<file path="config.mk">
export PLATFORM = sky130hd
export DESIGN_NAME = coin_pulse_gen
export DESIGN_NICKNAME = d
export VERILOG_FILES = /design/src/rtl/coin_pulse_gen.sv
export SDC_FILE = /design/constraint.sdc
export NUM_CORES = 1
export LEC_CHECK = 0
export ABC_AREA = 1
export BUFFER_PORTS_ARGS = -buffer_cell sky130_fd_sc_hd__buf_2
export CAP_MARGIN = 20
export CORE_MARGIN = 1
export CORE_UTILIZATION = 55
export DETAILED_ROUTE_END_ITERATION = 7
export GPL_TIMING_DRIVEN = 1
export PLACE_DENSITY = 0.81
export SKIP_CTS_REPAIR_TIMING = 1
export SYNTH_ARGS = -nofsm -noshare
export SYNTH_HDL_FRONTEND = slang
export SYNTH_SLANG_ARGS = --single-unit
</file>
<file path="constraint.sdc">
create_clock -name i_sysclk -period 2 [get_ports i_sysclk]
set_clock_uncertainty 0.05 [all_clocks]
set_input_delay 0.1 -clock i_sysclk [delete_from_list [all_inputs] [get_ports i_sysclk]]
set_output_delay 0.1 -clock i_sysclk [all_outputs]
set_load 0.03 [all_outputs]
</file>
<file path="src/rtl/coin_pulse_gen.sv">
// Coin-sensor front end: per-channel 2-flop sync, debounce FSM and press-pulse generation.
// Define COIN_PULSE_ARB_EN to serialise simultaneous pulses (half first, one a cycle later).
module coin_pulse_gen #(
  parameter int unsigned CNT_MAX = 999_999
) (
  input  logic       i_sysclk,
  input  logic       i_sysrst_n,
  input  logic       i_key_one,
  input  logic       i_key_half,
  output logic       o_money_one,
  output logic       o_money_half,
  output logic [1:0] o_key_state
);

  localparam int unsigned NCH   = 2;
  localparam int unsigned CNT_W = $clog2(CNT_MAX);
  localparam int unsigned CH_ONE  = 1;
  localparam int unsigned CH_HALF = 0;

  typedef enum logic [3:0] {
    ST_IDLE    = 4'b0001,
    ST_PRESS   = 4'b0010,
    ST_DOWN    = 4'b0100,
    ST_RELEASE = 4'b1000
  } state_e;

  logic [NCH-1:0]   key_raw;
  logic [NCH-1:0]   sync1_q;
  logic [NCH-1:0]   key_s_q;
  state_e           state_q [NCH];
  state_e           state_d [NCH];
  logic [CNT_W-1:0] cnt_q   [NCH];
  logic [CNT_W-1:0] cnt_d   [NCH];
  logic [NCH-1:0]   press_c;
  logic [NCH-1:0]   key_state_q;
  logic [NCH-1:0]   key_state_d;
  logic             money_one_q;
  logic             money_one_d;
  logic             money_half_q;
  logic             money_half_d;

  assign key_raw = {i_key_one, i_key_half};

  // Synchronisers idle high so reset never looks like a press
  always_ff @(posedge i_sysclk or negedge i_sysrst_n) begin
    if (!i_sysrst_n) begin
      sync1_q <= '1;
      key_s_q <= '1;
    end else begin
      sync1_q <= key_raw;
      key_s_q <= sync1_q;
    end
  end

  always_ff @(posedge i_sysclk or negedge i_sysrst_n) begin
    if (!i_sysrst_n) begin
      for (int ch = 0; ch < NCH; ch++) begin
        state_q[ch] <= ST_IDLE;
        cnt_q[ch]   <= '0;
      end
      key_state_q  <= '0;
      money_one_q  <= 1'b0;
      money_half_q <= 1'b0;
    end else begin
      for (int ch = 0; ch < NCH; ch++) begin
        state_q[ch] <= state_d[ch];
        cnt_q[ch]   <= cnt_d[ch];
      end
      key_state_q  <= key_state_d;
      money_one_q  <= money_one_d;
      money_half_q <= money_half_d;
    end
  end

  // Debounce FSM; counter is cleared on every state entry so it never wraps
  always_comb begin
    press_c     = '0;
    key_state_d = '0;
    for (int ch = 0; ch < NCH; ch++) begin
      state_d[ch] = state_q[ch];
      cnt_d[ch]   = cnt_q[ch];
      case (state_q[ch])
        ST_IDLE: begin
          if (!key_s_q[ch]) begin
            state_d[ch] = ST_PRESS;
            cnt_d[ch]   = '0;
          end
        end
        ST_PRESS: begin
          if (key_s_q[ch]) begin
            state_d[ch] = ST_IDLE;
            cnt_d[ch]   = '0;
          end else if (cnt_q[ch] == CNT_W'(CNT_MAX - 1)) begin
            state_d[ch] = ST_DOWN;
            cnt_d[ch]   = '0;
            press_c[ch] = 1'b1;
          end else begin
            cnt_d[ch] = cnt_q[ch] + CNT_W'(1);
          end
        end
        ST_DOWN: begin
          if (key_s_q[ch]) begin
            state_d[ch] = ST_RELEASE;
            cnt_d[ch]   = '0;
          end
        end
        ST_RELEASE: begin
          if (!key_s_q[ch]) begin
            state_d[ch] = ST_DOWN;
            cnt_d[ch]   = '0;
          end else if (cnt_q[ch] == CNT_W'(CNT_MAX - 1)) begin
            state_d[ch] = ST_IDLE;
            cnt_d[ch]   = '0;
          end else begin
            cnt_d[ch] = cnt_q[ch] + CNT_W'(1);
          end
        end
        default: begin
          state_d[ch] = ST_IDLE;
          cnt_d[ch]   = '0;
        end
      endcase
      key_state_d[ch] = (state_d[ch] == ST_DOWN) || (state_d[ch] == ST_RELEASE);
    end
  end

`ifdef COIN_PULSE_ARB_EN
  logic pend_q;
  logic pend_d;

  always_ff @(posedge i_sysclk or negedge i_sysrst_n) begin
    if (!i_sysrst_n) begin
      pend_q <= 1'b0;
    end else begin
      pend_q <= pend_d;
    end
  end

  // Half wins a tie; a deferred one-yuan event owns the following cycle
  always_comb begin
    money_one_d  = pend_q | (press_c[CH_ONE] & ~press_c[CH_HALF]);
    money_half_d = press_c[CH_HALF] & ~pend_q;
    pend_d       = press_c[CH_ONE] & press_c[CH_HALF];
  end
`else
  always_comb begin
    money_one_d  = press_c[CH_ONE];
    money_half_d = press_c[CH_HALF];
  end
`endif

  assign o_money_one  = money_one_q;
  assign o_money_half = money_half_q;
  assign o_key_state  = key_state_q;

endmodule
</file>
Word level (Yosys, flattened, before mapping)
Index checks and enable logic that the tools add are counted.
{ "totals": {"inputBits": 4, "regBits": 56, "output_inout_bits": 4} }
{ "op_classes": {"muxes": 32, "addsub": 2, "eq_ne": 18, "n_reduce_logical": 4} }
{ "ops": {"columns": ["operator", "count"], "rows": [
  ["$mux 20", 10],
  ["$pmux 20 s4", 2],
  ["$mux 4", 12],
  ["$add 20x1->20 const B", 2],
  ["$eq 20x20->1 const B", 2],
  ["$pmux 4 s4", 2],
  ["$eq 4x3->1 const B", 4],
  ["$eq 4x4->1 const B", 4],
  ["$eq 4x1->1 const B", 2],
  ["$eq 4x2->1 const B", 2],
  ["$ne 2x2->1 const B", 4],
  ["$mux 1", 6],
  ["$reduce_and 2->1", 2],
  ["$logic_or 1x1->1", 2]
]} }

Logic depth before layout (Yosys ltp)
{ "logic_depth": {"ltp_word": 6, "mapped_depth": 10, "mapped_depth_nobuf": 10} }

Worst setup path after synthesis
Ideal clock, no wire load.
{ "synth_path": {"path_kind": "register -> register", "startpoint": "register cnt_q[0] in the netlist's numbering", "endpoint": "register cnt_q[14] in the netlist's numbering", "slack_ns": 0.368, "synth_period_minus_slack_ns": 1.632, "path_stages_with_launch": 11, "arrival_time_ns": 1.459, "n_path_buf": 1, "setup_ns": 0.122, "required_ns": 1.828, "path_cell_list": "dfrtp_1 inv_1 ha_1 nand2_1 nor3_1 nand3_4 nand2_4 nand2_4 buf_12 nand2_4 a21oi_2"} }
{ "synth_between": {"elab_chain_cells": 4, "word_cells_on_any_way": 6, "classes_between": "1 x add/sub; 1 x eq/ne; 4 x mux"} }
{ "synth_lines": {"columns": ["item", "line_no", "rtl"], "rows": [
  ["start, declared", "32", "logic [CNT_W-1:0] cnt_q [NCH];"],
  ["start signal, assigned by index", "67", "cnt_q[ch] <= cnt_d[ch];"],
  ["$add 20x1->20 / $eq 20x20->1 (equally long branches)", null, null],
  ["$mux 20 (*)", "93, 111", null],
  ["$mux 20, on equally long branches", "108, 90", null],
  ["$pmux 20 s4 (*)", "82", "case (state_q[ch])"]
]} }
Mark *: on every way between the ends. The rest lies on a longest branch, timed or not.
A chain may end at the register's enable or synchronous reset.

Worst setup path after layout
{ "layout_path": {"startpoint": "register state_q[0] in the netlist's numbering", "endpoint": "register cnt_q[7] in the netlist's numbering"} }
{ "layout_between": {"elab_chain_cells": 3, "word_cells_on_any_way": 8, "classes_between": "6 x eq/ne; 1 x mux; 1 x reduce/logical"} }
{ "layout_lines": {"columns": ["item", "line_no", "rtl"], "rows": [
  ["start, declared", "30", "state_e state_q [NCH];"],
  ["start signal, assigned by index", "66", "state_q[ch] <= state_d[ch];"],
  ["$eq 4x1->1 / $eq 4x3->1 (equally long branches)", "82", null],
  ["$ne 2x2->1 (no source line)", null, null],
  ["$reduce_and 2->1 (no source line)", null, null]
]} }
Parallel ways exist; a longest one is shown, timed or not.

==> results by group <==
Status
  • Status: finished, final reports clean

Critical path
  • Critical path startpoint category: register
  • Critical Path RT: 2.18 ns
  • RR Startpoint: state_q[0]$_DFF_PN1_
  • Slowest cell on crit path: dfstp_2
  • Worst-path cell chain: inv_2, nor2_2, nand3_2, nand2_4, inv_2, nand2_4, nand2_1, a21oi_1
  • R2r setup slk: between 0.2 and 0.25 ns
  • Reg-to-reg endpoint: cnt_q[7]$_DFFE_PN0P_
  • CP top delay family: simple AND/OR/NAND/NOR gates
  • Worst path buffer plus inverter count: 2
  • Worst path max stage delay: 0.59 ns
  • WP data arrival: 1.97 ns
  • Crit Path Class: register to register
  • R2r worst-path depth: 8
  • Crit path capture type: register
  • Crit path max fanout: 11
  • Cell depth of the worst setup path: 8

Hold path
  • Hold Path End: key_s_q[0]$_DFF_PN1_
  • WHS Path Cells: 0
  • Type of the most critical hold path: register to register
  • Hold Startpoint: sync1_q[0]$_DFF_PN1_

Yosys
  • Syn avg cell area: 7.62 um^2
  • Post-synthesis adder-cell area fraction: 0.0143
  • Number of synthesis warnings: 0
  • Proportion of synthesized area in mux cells: 0
  • Synth Area in Compound Gates: 0.0679
  • Post-Syn Area: 3500 um^2
  • Ys async rst share: 1.00
  • Synth Register Bits: 56
  • Synth Instances: about 460
  • Seq/Total Area, Yosys: 0.403
  • Primary FF master, synth: dfrtp_1
  • Post-synthesis simple-gate area fraction: 0.400
  • Post-synthesis xor/xnor area fraction: 0.0175
  • Syn nets: 467
  • Post-synth EDFFs: 0
  • Largest family of logic cells by synthesized area: simple AND/OR/NAND/NOR gates
  • Netlist cell types: 35

Clock network
  • TritonCTS Buffers: 5
  • Sink Count: 56
  • Clk Latency, worst-skew pair: 0.30 ns
  • Root Buffer: clkbuf_8
  • Htree depth: 2
  • Clock Pin Slew Worst Setup and Hold Paths: 0.09 ns
  • CTS tree: built
  • Clock Path Buffers: 2

Timing
  • Slew margin rel.: 0.531
  • Achievable Freq: between 500 and 600 MHz
  • Min Tclk post-route: around 1.8 ns
  • Worst-margin pin slew: 0.704 ns
  • Setup TNS Final: 0 ns
  • Tcrit/Tclk final: 0.896
  • Pins Over Slew Limit: 0
  • RSZ-0062 raised after global routing: false
  • Setup Viol. Count Final: 0
  • Final Hold Viols: 0

GRT
  • Vias in the first global route: 2885
  • Initial antenna violation count: 0
  • GR Layer Usage met2: 0.384
  • Met3 usage: 0.0344
  • Busiest grt layer: met2
  • Grt ovf: 0
  • Pin count of the biggest net entering global routing: 57
  • GR Util met1: 0.331
  • First-pass GRT wire length: 12.5 mm
  • Total global routing track utilization: 0.240

Die
  • Die area: 6690 um^2
  • Die Y: a little over 80 um
  • Rows: 28
  • Initial Util: 0.581
  • Die W: 81.8 um
  • # IOs: 8
  • Core ar.: 6030 um^2

Final layout
  • Final nets: 482
  • P&R area growth vs syn: 6.61%
  • FILL cells: 531
  • Design area: 3730 um^2
  • Ant. Diodes: 0
  • Fraction of layout instances using a drive strength above 1: 0.179
  • Layout Cells excl Fill: 550

Place
  • Buffers on Ports: 7
  • Placer's final routability congestion estimate: 0.926
  • Placed instance area: 3600 um^2
  • DP HPWL: 5.72 mm
  • Placed cells: 539

Drt
  • DR WL/cell: approximately 14 um
  • Residual DRC: 0
  • First-pass iteration count of the detailed router: 5
  • 1st-iter DRT viols: about 240
  • Vias per cell: 5.69
  • Antenna Nets Post-Route: 0
  • Vias: 3130
  • WL final: 7.48 mm

Pwr
  • Peak VDD IR: 0.000449 V
  • P per Cell Area: 668 nW/um^2
  • Leakage: 0.00170 uW

Flow run
  • Max Cap Violations: 0
## state kept, by name, indices dropped and copies added (netlist names)
name,flops
sync1_q,2
o_key_state,2
o_money_half,1
cnt_q,40
state_q,8
key_s_q,2
o_money_one,1
## metrics by stage
| step | hold slack (ns) | setup WS, ns | utilization | total power [uW] |
|---|---|---|---|---|
| after global routing | 0.319 | 0.00154 | 0.619 | 2620 |
| after CTS | -0.170 | 0.134 | 0.613 | 2510 |
| after floorplan | -0.246 | 0.368 | - | 1770 |
| final | 0.310 | 0.208 | 0.619 | 2490 |
| after global placement | 0.157 | 0.238 | 0.597 | 1830 |
| after detailed placement | 0.156 | 0.148 | 0.597 | 1840 |
## how the worst max path moves through the flow
stage                                from                     to  slack (ns)
floorplan            cnt_q[0]$_DFFE_PN0P_  cnt_q[14]$_DFFE_PN0P_        0.37
global placement     cnt_q[0]$_DFFE_PN0P_   cnt_q[7]$_DFFE_PN0P_        0.24
detailed placement   cnt_q[0]$_DFFE_PN0P_   cnt_q[7]$_DFFE_PN0P_        0.15
CTS                  cnt_q[0]$_DFFE_PN0P_   cnt_q[7]$_DFFE_PN0P_        0.13
global route        cnt_q[20]$_DFFE_PN0P_  cnt_q[37]$_DFFE_PN0P_       0.002
finish               state_q[0]$_DFF_PN1_   cnt_q[7]$_DFFE_PN0P_        0.21
## layer usage
metal	wire length (um)	vias to the layer above	part of all wire
met4	105	0	0.014
met3	470	11	0.063
met2	3370	117	0.45
met5	0	-	0
met1	3530	1466	0.47
li1	-	1536	-
## power by group
part	leakage [uW]	switching, uW	total (uW)	internal, uW
combinational	0.000890	419	578	160
clock	0.0000515	349	666	317
sequential	0.000760	53.8	1250	1190
## cells in the mapped netlist, types with 4 or more instances
| cell type | number | area share |
|---|---|---|
| nor3_1 | 16 | 0.023 |
| a21oi_1 | 7 | 0.010 |
| dfrtp_1 | 50 | 0.36 |
| nand2_1 | 96 | 0.10 |
| nor2_1 | 46 | 0.049 |
| a31oi_1 | 5 | 0.0089 |
| ha_1 | 4 | 0.014 |
| inv_1 | 62 | 0.066 |
| nand4_1 | 36 | 0.064 |
| xor2_1 | 7 | 0.018 |
| nand3_2 | 4 | 0.011 |
| nor2_4 | 4 | 0.013 |
| a21oi_2 | 7 | 0.018 |
| nand2_2 | 11 | 0.020 |
| nand3_1 | 39 | 0.056 |
| o21ai_0 | 8 | 0.011 |
| nand2_4 | 6 | 0.019 |
| inv_2 | 10 | 0.011 |
| nor2_2 | 11 | 0.020 |
| dfstp_2 | 6 | 0.045 |
## cell usage in the layout, fill, tap and decap left out, types with 10 or more instances in the layout
| master | count |
|---|---|
| dfrtp_1 | 50 |
| nand4_1 | 36 |
| nor2_1 | 46 |
| inv_2 | 10 |
| nor3_1 | 15 |
| nand2_2 | 11 |
| inv_1 | 62 |
| nand3_1 | 39 |
| nand2_1 | 96 |
| nor2_2 | 11 |
## layout make-up
cell class              instances  area [um^2]  area share
clock buffers                   8          100      0.0268
inverters                      72          270      0.0724
multi-input cells             324         1760       0.470
flip-flops and latches         56         1410       0.378
well taps                      75         93.8      0.0252
repair buffers                 15          103      0.0275
## cells by family after synthesis
logic type,after synthesis
XOR/XNOR,7
buffers and inverters,79
AND/OR/NAND/NOR,276
AO/OA/AOI/OAI,37
flip-flops,56
adder cells (fa/ha/maj),4
(Power assumes the default switching activity.)
